===== config.mk =====
export PLATFORM = sky130hd
export DESIGN_NAME = ex_alu_stage
export DESIGN_NICKNAME = d
export VERILOG_FILES = /design/src/rtl/ex_alu_stage.sv
export SDC_FILE = /design/constraint.sdc
export NUM_CORES = 1
export LEC_CHECK = 0
export CAP_MARGIN = 20
export CORE_UTILIZATION = 46
export DETAILED_ROUTE_END_ITERATION = 8
export PLACE_DENSITY_LB_ADDON = 0.3
export SYNTH_ARGS = -nofsm -noshare
export SYNTH_HDL_FRONTEND = slang
export SYNTH_SLANG_ARGS = --single-unit
export TNS_END_PERCENT = 100

===== constraint.sdc =====
create_clock -name clk_i -period 0.8 [get_ports clk_i]
set_input_delay 0.16 -clock clk_i [delete_from_list [all_inputs] [get_ports clk_i]]
set_output_delay 0.16 -clock clk_i [all_outputs]
set_load 0.005 [all_outputs]

===== src/rtl/ex_alu_stage.sv =====
// Execute-stage ALU and EX/MEM pipeline register: combinational ALU feeding a
// single registered stage with hold (stall), bubble insert (flush) and illegal-op tagging.
module ex_alu_stage #(
    parameter int DATA_W = 32,
    parameter int REG_W  = 5
) (
    input  logic              clk_i,
    input  logic              rst_i,
    input  logic              valid_i,
    input  logic              stall_i,
    input  logic              flush_i,
    input  logic [3:0]        alu_ctrl_i,
    input  logic [DATA_W-1:0] src1_i,
    input  logic [DATA_W-1:0] src2_i,
    input  logic              branch_i,
    input  logic              reg_write_i,
    input  logic [REG_W-1:0]  rd_i,
    output logic              valid_o,
    output logic [DATA_W-1:0] result_o,
    output logic              zero_o,
    output logic              overflow_o,
    output logic              illegal_o,
    output logic              branch_taken_o,
    output logic              reg_write_o,
    output logic [REG_W-1:0]  rd_o
);

    localparam logic [3:0] ALU_AND = 4'b0000;
    localparam logic [3:0] ALU_OR  = 4'b0001;
    localparam logic [3:0] ALU_ADD = 4'b0010;
    localparam logic [3:0] ALU_SUB = 4'b0110;
    localparam logic [3:0] ALU_SLT = 4'b0111;

    localparam int MSB = DATA_W - 1;

    logic [DATA_W-1:0] sum;
    logic [DATA_W-1:0] diff;
    logic              add_ovf;
    logic              sub_ovf;
    logic [DATA_W-1:0] alu_result;
    logic              alu_ovf;
    logic              alu_illegal;
    logic              alu_zero;

    assign sum  = src1_i + src2_i;
    assign diff = src1_i - src2_i;

    assign add_ovf = ~(src1_i[MSB] ^ src2_i[MSB]) & (sum[MSB] ^ src1_i[MSB]);
    assign sub_ovf =  (src1_i[MSB] ^ src2_i[MSB]) & (diff[MSB] ^ src1_i[MSB]);

    always_comb begin
        alu_result  = '0;
        alu_ovf     = 1'b0;
        alu_illegal = 1'b0;
        case (alu_ctrl_i)
            ALU_AND: alu_result = src1_i & src2_i;
            ALU_OR:  alu_result = src1_i | src2_i;
            ALU_ADD: begin
                alu_result = sum;
                alu_ovf    = add_ovf;
            end
            ALU_SUB: begin
                alu_result = diff;
                alu_ovf    = sub_ovf;
            end
            // Signed less-than stays correct even when A-B wraps.
            ALU_SLT: alu_result = {{(DATA_W-1){1'b0}}, diff[MSB] ^ sub_ovf};
            default: alu_illegal = 1'b1;
        endcase
    end

    assign alu_zero = (alu_result == '0);

    always_ff @(posedge clk_i or negedge rst_i) begin
        if (!rst_i) begin
            valid_o        <= 1'b0;
            result_o       <= '0;
            zero_o         <= 1'b0;
            overflow_o     <= 1'b0;
            illegal_o      <= 1'b0;
            branch_taken_o <= 1'b0;
            reg_write_o    <= 1'b0;
            rd_o           <= '0;
        end else if (stall_i) begin
            valid_o        <= valid_o;
            result_o       <= result_o;
            zero_o         <= zero_o;
            overflow_o     <= overflow_o;
            illegal_o      <= illegal_o;
            branch_taken_o <= branch_taken_o;
            reg_write_o    <= reg_write_o;
            rd_o           <= rd_o;
        end else if (flush_i || !valid_i) begin
            valid_o        <= 1'b0;
            result_o       <= '0;
            zero_o         <= 1'b0;
            overflow_o     <= 1'b0;
            illegal_o      <= 1'b0;
            branch_taken_o <= 1'b0;
            reg_write_o    <= 1'b0;
            rd_o           <= '0;
        end else begin
            valid_o        <= 1'b1;
            result_o       <= alu_result;
            zero_o         <= alu_zero;
            overflow_o     <= alu_ovf;
            illegal_o      <= alu_illegal;
            branch_taken_o <= branch_i & alu_zero;
            // Overflowing or illegal ops must never reach the register file.
            reg_write_o    <= reg_write_i & ~alu_illegal & ~alu_ovf;
            rd_o           <= rd_i;
        end
    end

endmodule

==> impl_summary.md, run 1 <==
Outcome
The run stopped with a tool error. The stage where the run came to a stop is global routing (5_1_grt). The tool reported: "[ERROR GRT-0232] Routing congestion too high. Check the congestion heatmap in the GUI".

Logic synthesis
For this run, the number of Yosys warnings is 0. The number of nets in the synthesized netlist is roughly 1200. The mean instance size in the synthesized netlist is roughly 7.3 µm².

After Yosys synthesis, full adders, half adders and majority gates account for between 10% and 20% of the synthesized area. Of all cell types, the one taking the most synthesized area is ha_1. Synthesis handed over a netlist of 976 instances. After Yosys synthesis, XOR and XNOR cells account for ~1.8% of the synthesized area.

The share of the Yosys chip area taken by registers is approximately 15%. Counting flops with an async set or reset pin after synthesis yields a share of between 90% and 100%. The area of the mapped netlist is ~7200 µm². The top flip-flop cell by instance count after synthesis is dfrtp_1. The mux contribution to synthesized area is between 3 and 4%. Summing the areas of all and, or, nand and nor instances in the mapped netlist gives 17.7% of the synthesized area. After synthesis, the cell types taking the most area are ha_1, dfrtp_1, a21oi_1, inv_1, o21ai_0. By area, the combinational part of the netlist is dominated by compound AO/OA/AOI/OAI gates. Yosys instantiated no cell more often than inv_1.

In the synthesized netlist, the cells that appear most often are inv_1, ha_1, a21oi_1. Counting flops with a built-in enable in the synthesized netlist gives 0. Of the post-synthesis cell area, the dominant cell type holds between 10% and 20%. The count of unique library cells instantiated by Yosys is 74. The synthesized netlist devotes 34.3% of its cell area to compound gates.

The post-synthesis sequential element count is between 40 and 50.

GRT
The total routing resource utilization after global routing is 102%. The maximum number of pins on one net before global-route repair is 44. The total global routing overflow is ~1800.

Clock network
No sink is reached through more buffers than the 2 on the longest clock path. The library cell used as clock root buffer is clkbuf_16. The CTS sink count is 43. The H-tree depth is 2. The number of buffers created by CTS is 5.

Placement
The routability congestion estimate from global placement is approximately 1.0. The count of buffers from port buffering is 122. The placed instances occupy a cell area of approximately 12000 µm². After legalization and detailed placement, the total HPWL measured about 25 mm. The number of instances in the placed design is approximately 1600.

Floorplanning
The cell row count is 45. The floorplan step set the die height to approximately 130 µm. The number of top-level pins is 123. The effective utilization at floorplan is 47.2%. The die is 127 µm wide.

STA
Once global-route timing repair stopped, the endpoint with the least setup slack was branch_taken_o$_DFFE_PN0N_/D. After the last repair the worst path ends at a register input.
[layer usage]
metal | overflow | GRT usage (%)
met2 | 1423 | 145
met1 | 14 | 87.3
met4 | 354 | 119
met3 | 16 | 68.3
met5 | 3 | 25.1
[kinds of logic after synthesis]
logic type / count (synthesis)
AND/OR/NAND/NOR: 259
AO/OA/AOI/OAI: 359
adder cells (fa/ha/maj): 104
flip-flops: 43
XOR/XNOR: 15
multiplexers: 25
buffers and inverters: 171
[metrics by stage]
stage	hold slack [ps]	setup slack [ps]	TNS, ps
floorplan	-136	-3090	-52900
global placement	148	-3980	-100910
detailed placement	143	-4110	-103510
CTS	399	-3220	-78330
[what timing repair did]
| action | in CTS |
|---|---|
| pin swaps | 115 |
| resized for setup | 530 |
| endpoints found under the setup margin | 86 |
| setup buffers | 64 |
| endpoints found under the hold margin | 43 |
| hold buffers | 1 |
==> run 2, diff against run 1 <==
--- a/config.mk
+++ b/config.mk
@@ -6,9 +6,9 @@
 export NUM_CORES = 1
 export LEC_CHECK = 0
 export CAP_MARGIN = 20
-export CORE_UTILIZATION = 46
+export CORE_UTILIZATION = 31
 export DETAILED_ROUTE_END_ITERATION = 8
-export PLACE_DENSITY_LB_ADDON = 0.3
+export PLACE_DENSITY_LB_ADDON = 0.15
 export SYNTH_ARGS = -nofsm -noshare
 export SYNTH_HDL_FRONTEND = slang
 export SYNTH_SLANG_ARGS = --single-unit
==> constraint.sdc (replaced) <==
create_clock -name clk_i -period 1.04 [get_ports clk_i]
set_input_delay 0.208 -clock clk_i [delete_from_list [all_inputs] [get_ports clk_i]]
set_output_delay 0.208 -clock clk_i [all_outputs]
set_load 0.005 [all_outputs]
==> run 2 against run 1 <==
  * The flow now finishes, with violations (negative setup slack)
  * Synthesized area is the same
  * Synthesized cell count unchanged
==> impl_summary.md, run 2 <==
Routing
The final layout contains routed wiring with a total length of about 34 mm. The mean number of vias per cell is approximately 5.3. The routed layout has approximately 10000 vias. The detailed router finished its first iteration with 555 violations. The detail route stage leaves a number of antenna-violating nets equal to 0.

In the routed design, unresolved DRC markers number 0. The routed length per instance is 18.4 µm. The first TritonRoute pass finished after 4 iterations.

Floorplanning
The number of top-level pins is 123 (unchanged). The effective utilization at floorplan is 31.7% (was 47.2%). The die outline width is 154 µm (was 127 µm). The core region is about 23000 µm².

The cell row count is 55 (was 45). The die covers 23700 µm². The y dimension of the die is 154 µm (was 127 µm).

Clock network
The H-tree depth was 2 (unchanged). The buffer depth of the longest clock path is 2 (unchanged). Clock-pin slew was measured on the worst setup and hold paths at 60 ps. The library cell used as clock root buffer is clkbuf_16 (unchanged). The clock tree from TritonCTS is yes.

Clock latency on the worst-skew pair, taken at its later pin, is ~280 ps. The number of buffers created by CTS is 5 (unchanged). The CTS sink count is 43 (unchanged).

STA
The maximum achievable frequency is about 250 MHz. The hold violation count in the final report is 0. The max-slew violation count is 0. Of the available clock period, the critical path in the final layout requires 391%. The slew at the pin closest to its max-slew limit is 689 ps.

Setup violations remaining at the end of the flow were counted as 36. Setup repair after global routing could not meet its margin everywhere. Across the routed clock network, the largest skew measured is 0 ps. The worst setup margin is -3030 ps. In the final timing run, aggregate negative setup slack is -68590 ps. Hold timing on the final database bottoms out at a slack of 427 ps. The worst slew margin relative to its limit is 53.7%. Subtracting the final worst setup slack from the clock period gives around 4000 ps.

Logic synthesis
The number of flops mapped to enable cells by yosys is 0 (unchanged). The async set-or-reset flop fraction in the synthesized netlist came to 100% (unchanged). The count of unique library cells instantiated by Yosys is 74 (unchanged). Most instantiated cells after synthesis: inv_1, ha_1, a21oi_1 (unchanged). The sequential area share after synthesis came to 15.0% (unchanged). The number of nets in the synthesized netlist is 1160 (unchanged).

The post-synthesis sequential element count is 43 (unchanged). The top flip-flop cell by instance count after synthesis is dfrtp_1 (unchanged). The share of the synthesized area in the top cell type is 17.6% (unchanged). Leading post-synthesis cells by cell area: ha_1, dfrtp_1, a21oi_1, inv_1, o21ai_0 (unchanged). The number of warnings reported in the yosys synthesis log is 0 (unchanged).

The top cell type by total area after synthesis is ha_1 (unchanged). The mean instance size in the synthesized netlist came to 7.35 µm² (unchanged). The leading cell type by number of instances after synthesis is inv_1 (unchanged). The gate count of the mapped netlist is 976 (unchanged).

The area of the mapped netlist is 7170 µm² (unchanged).

Finish
The most common library cell in the layout ignoring fill and taps is buf_4. The library cells used most frequently in the layout, excluding fill and tap cells, are buf_4, buf_6, ha_1. Of the cells placed in the final design, the portion with a size suffix greater than 1 is between 50% and 60%.

Relative to the synthesized area, the layout overhead comes to 104%. The final core area utilization is 64.5%. After routing the design area is between 10000 and 15000 µm². The number of antenna cells inserted is 0. In the final layout, the registers with the most flip-flops are result_o: 32 flops, rd_o: 5 flops. The storage element area is around 1100 µm². result_o holds more flip-flops than any other register.

The count of filler cells inserted in the layout is ~1900. The multi-input combinational cells in the finished layout cover a total of roughly 7400 µm². The number of nets in the layout is between 1500 and 2000.

The register with the most flip-flops in the layout has 32 of them. The count of cells in the finished layout, fillers not included, comes to between 1500 and 2000.

Min path
In this run the worst hold path is classified as input pin to asynchronous set/reset pin.

Outcome
The checks that failed: negative setup slack. Result of the run: complete, but fails checks (was did not finish).

Critical path
STA puts the critical path data required time at between 1000 and 1500 ps. The worst setup path is launched from an input pin. In this run the critical register-to-register path is captured at result_o[23]. In this run the critical register-to-register path is launched from result_o[23].

The cell depth of the worst flop-to-flop path is 3. The capturing element type of the critical path is a flop. The type of the worst setup path is input pin to flop. In this run the worst path has a maximum fanout of 3. The critical path data arrival time is ~4300 ps. The worst register-to-register path has a setup slack of 80 ps.

Placement
The placement-stage worst setup slack is -3960 ps (was -4110 ps). The count of buffers from port buffering is 122 (unchanged). The placed wire-length estimate after detailed placement is 25.0 mm (was 25.2 mm).

The placed standard-cell area is 11900 µm² (was 11700 µm²). The routability congestion estimate from global placement is 0.907 (was 1.04). The number of instances in the placed design is 1729 (was 1621).

GRT
The total global routing overflow is 0. The via count of the first global-routing pass is slightly below 10000. The number of antenna violations at the first check in global routing is 0. The maximum number of pins on one net before global-route repair is 44. The global-route wire length before repair is 50.7 mm. In the global route stage, overall resource usage came out at 27.0%.

Run
The tool flagged a number of max-cap violations equal to 0.

Power
The leakage component of the power is 6.89 nW. VDD sags by at most about 0.0010 V. The power density relative to cell area is around 750 nW/µm².

The design draws approximately 11 mW.
[run 2: cell counts after synthesis]
Identical to the previous run, type by type.
[run 2: timing repair]
action	4_1_cts	5_1_grt
pin swaps	105	116
endpoints found under the hold margin	43	0
gates resized for setup	555	219
endpoints found under the setup margin	86	73
hold buffers	1	0
buffers inserted	70	58
cloned	0	1
[run 2: critical path, cell delays in order]
cell and delay [ps]:
buf_8 80, clkinvlp_4 100, ha_4 230, o21ba_4 190, or4_4 460, a21oi_4 220
o2111ai_2 130, nand3_2 110, a221oi_2 70, o21bai_1 160, a21oi_2 80, fa_2 350
a31oi_1 140, nor3b_1 70, a21oi_1 170, nor3b_2 180, nand4_1 100, or4_4 440
nor4_4 260, buf_4 150, nand4_1 110, o31ai_2 260
[run 2: logic make-up (layout without fill, tap and decap cells)]
family,count (synthesis),count (layout),synth area share [%]
and+or+nand+nor,259,259,17.7
DFF,43,43,15.0
AOI/OAI and AO/OA,359,359,34.3
xor gates and xnor gates,15,15,1.83
muxes,25,25,3.56
buffers and inverters,171,748,9.13
adders and majority gates,104,104,18.5
[run 2: area by class of cell]
class                      count  area share [%]
multi-input combinational    762            50.4
tap                          285            2.44
inverter                     118            3.30
sequential                    43            7.36
clock buffer                   8            1.07
timing repair buffer         622            35.5
[run 2: power by group]
group	total (mW)	internal [mW]	switching [mW]
Clock	1.64	1.02	0.620
Sequential	1.78	1.75	0.0362
Combinational	7.58	3.87	3.71
Total	11.0	6.64	4.37
[run 2: worst max-delay path by stage]
stage                     startpoint              to  depth (start not counted)
after floorplan            src1_i[1]  branch_taken_o                         20
after global placement     src1_i[1]  branch_taken_o                         22
after detailed placement   src1_i[1]  branch_taken_o                         22
after CTS                  src1_i[1]  branch_taken_o                         22
after global routing       src1_i[1]  branch_taken_o                         22
final                      src1_i[1]  branch_taken_o                         22
[run 2: per-layer routing]
layer / wire (µm) / track usage, % / vias to the layer above / part of all wire, %
li1: - / - / 4714 / -
met1: 15200 / 35.8 / 4689 / 45
met5: 0 / 0 / - / 0
met3: 1840 / 2.99 / 48 / 5.4
met4: 675 / 6.71 / 0 / 2.0
met2: 16100 / 46.5 / 319 / 48
Note: power is estimated with default switching activity, not from simulation.
==> run 3, diff against run 2 <==
--- a/config.mk
+++ b/config.mk
@@ -7,6 +7,7 @@
 export LEC_CHECK = 0
 export CAP_MARGIN = 20
 export CORE_UTILIZATION = 31
+export CTS_CLUSTER_SIZE = 12
 export DETAILED_ROUTE_END_ITERATION = 8
 export PLACE_DENSITY_LB_ADDON = 0.15
 export SYNTH_ARGS = -nofsm -noshare
==> results of run 3 <==
Final layout, timing and power as in run 2 (identical DEF).
==> run 4, diff against run 3 <==
--- a/config.mk
+++ b/config.mk
@@ -13,4 +13,3 @@
 export SYNTH_ARGS = -nofsm -noshare
 export SYNTH_HDL_FRONTEND = slang
 export SYNTH_SLANG_ARGS = --single-unit
-export TNS_END_PERCENT = 100
==> results of run 4 <==
Final layout, timing and power as in run 2 (identical DEF).
